File: config.mk
export PLATFORM = sky130hd
export DESIGN_NAME = rr_pick
export DESIGN_NICKNAME = d
export VERILOG_FILES = /design/src/rtl/rr_sel_arbiter_pkg.sv /design/src/rtl/rr_sel_arbiter_pick.sv
export SDC_FILE = /design/constraint.sdc
export NUM_CORES = 1
export LEC_CHECK = 0
export BUFFER_PORTS_ARGS = -buffer_cell sky130_fd_sc_hd__buf_2
export CELL_PAD_IN_SITES_DETAIL_PLACEMENT = 1
export CELL_PAD_IN_SITES_GLOBAL_PLACEMENT = 1
export CORE_AREA = 2 2 39 41
export DETAILED_ROUTE_END_ITERATION = 7
export DIE_AREA = 0 0 41 43
export GPL_TIMING_DRIVEN = 0
export PLACE_DENSITY_LB_ADDON = 0.1
export SYNTH_ARGS = -nofsm -noshare
export SYNTH_HDL_FRONTEND = slang
export SYNTH_SLANG_ARGS = --single-unit
File: constraint.sdc
create_clock -name vclk -period 0.8
set_input_delay 0.12 -clock vclk [all_inputs]
set_output_delay 0.12 -clock vclk [all_outputs]
set_load 0.01 [all_outputs]
File: src/rtl/rr_sel_arbiter_pkg.sv
// rtl/rr_sel_arbiter_pkg.sv - shared constants, state type and helpers for rr_sel_arbiter
//
// Package rr_sel_pkg:
//   SEL_A/SEL_B/SEL_C : mux select codes for sources a/b/c (2'b11 never produced)
//   SEL_W, N_REQ      : select width and requester count
//   MAX_HOLD_DEF      : default burst limit per grant when RR_SEL_LOCK_EN is defined
//   state_t           : arbiter FSM states
//   next_src()        : modulo-3 successor used by the round-robin search
package rr_sel_pkg;

  localparam int SEL_W        = 2;
  localparam int N_REQ        = 3;
  localparam int MAX_HOLD_DEF = 4;

  localparam logic [SEL_W-1:0] SEL_A = 2'b00;
  localparam logic [SEL_W-1:0] SEL_B = 2'b01;
  localparam logic [SEL_W-1:0] SEL_C = 2'b10;

  typedef enum logic {
    IDLE  = 1'b0,
    GRANT = 1'b1
  } state_t;

  // Wraps 2 -> 0 so the 2-bit pointer can never reach the illegal code 3.
  function automatic logic [SEL_W-1:0] next_src(input logic [SEL_W-1:0] p);
    return (p >= SEL_C) ? SEL_A : p + 2'd1;
  endfunction

endpackage

File: src/rtl/rr_sel_arbiter_pick.sv
// rtl/rr_sel_arbiter_pick.sv - combinational round-robin winner search (module rr_pick)
//
// Ports:
//   req      : in  candidate requests
//   last_ptr : in  index of the most recently served source; search starts just after it
//   found    : out at least one request present
//   idx      : out winning source index (00/01/10)
//   onehot   : out one-hot form of idx, zero when nothing found
module rr_pick
  import rr_sel_pkg::*;
(
  input  logic [N_REQ-1:0] req,
  input  logic [SEL_W-1:0] last_ptr,
  output logic             found,
  output logic [SEL_W-1:0] idx,
  output logic [N_REQ-1:0] onehot
);

  logic [SEL_W-1:0] cand;

  always_comb begin
    found  = 1'b0;
    idx    = SEL_A;
    onehot = '0;
    cand   = next_src(last_ptr);
    for (int k = 0; k < N_REQ; k++) begin
      if (!found && req[cand]) begin
        found        = 1'b1;
        idx          = cand;
        onehot[cand] = 1'b1;
      end
      cand = next_src(cand);
    end
  end

endmodule

==> impl_metrics.csv <==
group,metric,value,unit
run_status,status,"complete, but fails checks",
run_status,failed_checks,"setup timing",
pwr,p_int,0.0000765,W
timing,maxClockFrequency,1190,MHz
routing,drt_iter0_markers,0,
synthesis,synth.distinct_cells,8,
finish,nFillCells,161,
pwr,comb_power_share,1.000,
setup_path,end_kind,"output pin",
routing,ant_nets,0,
cts,post_cts_buffers,0,
floorplanning,coreArea,1380,um2
synthesis,synth_cells,12,
synthesis,synth_top_cell_by_area,"a22o_1",
pwr,power.switching,0.0000549,W
global_routing,overflow,0,
global_routing,grtUsageTotal,0.0430,
finish,drive_above_1_share,0.739,
floorplanning,io_pins,11,
pwr,p_leak,0.112,nW
pwr,vdd_drop_max,0.000152,V
setup_path,required,0.68,ns
routing,dr.pass1.iters,1,
finish,design_area,238,um2
placed_design,routabilityCongestion,0.578,
timing,worst_pin_slew,0.182,ns
finish,clkbuf_count,0,
setup_path,cp_max_fo,5,
synthesis,syn_area,90.1,um2
timing,finalMaxSlewViolations,0,
routing,drt-wirelength-per-cell,8.77,um
placed_design,port_buffers,11,
floorplanning,die_h,43,um
setup_path,cp_num_buf_inv,2,
worst_hold_path,min_path_type,"in -> out",
pwr,p_clk_frac,0,
setup_path,cp_cell_sequence,"buf_8 -> or3_1 -> buf_2",
timing,fin_ws,-0.0385,ns
synthesis,yosysWarnings,0,
global_routing,grt_pass1_wl,572,um
floorplanning,die_w,41,um
global_routing,grt_start_max_net_pins,6,
global_routing,antenna_found_initial,0,
pwr,p_seq_frac,0,
flow_run,cap_violations,0,
pwr,pwr_density_cell,553,nW/um2
finish,nets,30,
synthesis,syn_nets,17,
timing,hold_viol,0,
timing,slew_headroom,0.879,
setup_path,critical_path_arrival,0.72,ns
setup_path,path_class,"in -> out",
routing,routed_wl,342,um
finish,regArea,0,um2
placed_design,place_area,165,um2
finish,area_growth,164,%
timing,period_needed,0.838,ns
setup_path,critPathLaunchType,"input port",
floorplanning,die_area,1760,um2
floorplanning,std_cell_rows,14,
timing,hold_ws,0.519,ns
synthesis,yosys.area.top_type_share,0.292,
setup_path,critPathTopFamily,"simple AND/OR/NAND/NOR gates",
timing,fin_crit_sh,1.05,
finish,stdcell_count,39,
routing,num_vias,139,
floorplanning,initial_core_util,0.0651,
routing,vias_per_cell,3.56,
synthesis,netlist_top_cells_area,"a22o_1 29%, o32ai_1 19%, nor2b_4 15%, nand2b_1 14%, nor2b_1 6.9%",
finish,antenna_cells,0,
pwr,finalPower,0.000131,W
synthesis,synth.avg_cell_area,7.51,um2
finish,seq_cells,0,
timing,rsz0062_at_grt,"yes",
routing,drc,0,
pwr,p_sw_frac,0.418,
global_routing,grt_pass1_vias,132,
synthesis,yosysSeqAreaShare,0,
placed_design,placedCellCount,39,
timing,setup_viol,4,
finish,multi_input_area,116,um2
setup_path,slowest_stage,"or3_1",
setup_path,crit_path_max_incr_delay,0.35,ns
==> repair_timing <==
action / in CTS / in global routing
setup endpoints to repair: 6 / 6
hold buffers: 0 / 0
pin swaps: 5 / 4
gates resized for setup: 13 / 5
==> cells by family after synthesis <==
group | Yosys count | share of synthesized area
simple gates | 6 | 0.472
buf+inv | 1 | 0.0416
compound gates | 5 | 0.486
==> layout by cell type, fill, tap and decap left out <==
cell,instances
buf_2,6
a22o_1,3
buf_8,3
nand2b_4,2
o32ai_2,2
buf_6,2
inv_2,1
nor2b_4,1
nor2b_1,1
nor2_1,1
or3_1,1
==> power by group through the flow <==
stage / Clock [W] / Combinational (W) / Sequential, W
after floorplan: 0 / 0.0000471 / 0
after global placement: 0 / 0.0000940 / 0
after detailed placement: 0 / 0.0000935 / 0
after CTS: 0 / 0.000123 / 0
after global routing: 0 / 0.000144 / 0
final: 0 / 0.000131 / 0
==> metrics by stage <==
step / setup TNS, ns / util / setup WS, ns
final: -0.0832 / 0.172 / -0.0385
after global routing: -0.171 / 0.172 / -0.0504
after CTS: -0.119 / 0.158 / -0.0509
after detailed placement: -0.378 / 0.119 / -0.0936
after global placement: -0.368 / 0.119 / -0.0961
after floorplan: 0 / - / 0.136
==> worst paths after layout <==
| check | start | to | slack (ns) | cells after the start |
|---|---|---|---|---|
| max | req[2] | found | -0.04 | 3 |
| min | last_ptr[0] | onehot[1] | 0.52 | 3 |
==> cells in the mapped netlist, drive strengths merged <==
cell / count
inv: 1
a22o: 3
o32ai: 2
or3: 1
nand2b: 2
nor2b: 2
nor2: 1
==> final cells by class <==
| class | instances | share of cell area |
|---|---|---|
| Tap cell | 16 | 0.0842 |
| Timing Repair Buffer | 11 | 0.411 |
| Multi-Input combinational cell | 11 | 0.489 |
| Inverter | 1 | 0.0158 |
==> per-layer routing <==
metal  global-route usage  share of wire
met5                    0              0
met4                    0              0
met3              0.00524           0.12
met2               0.0688           0.37
met1               0.0633           0.50
(Power assumes the default switching activity.)
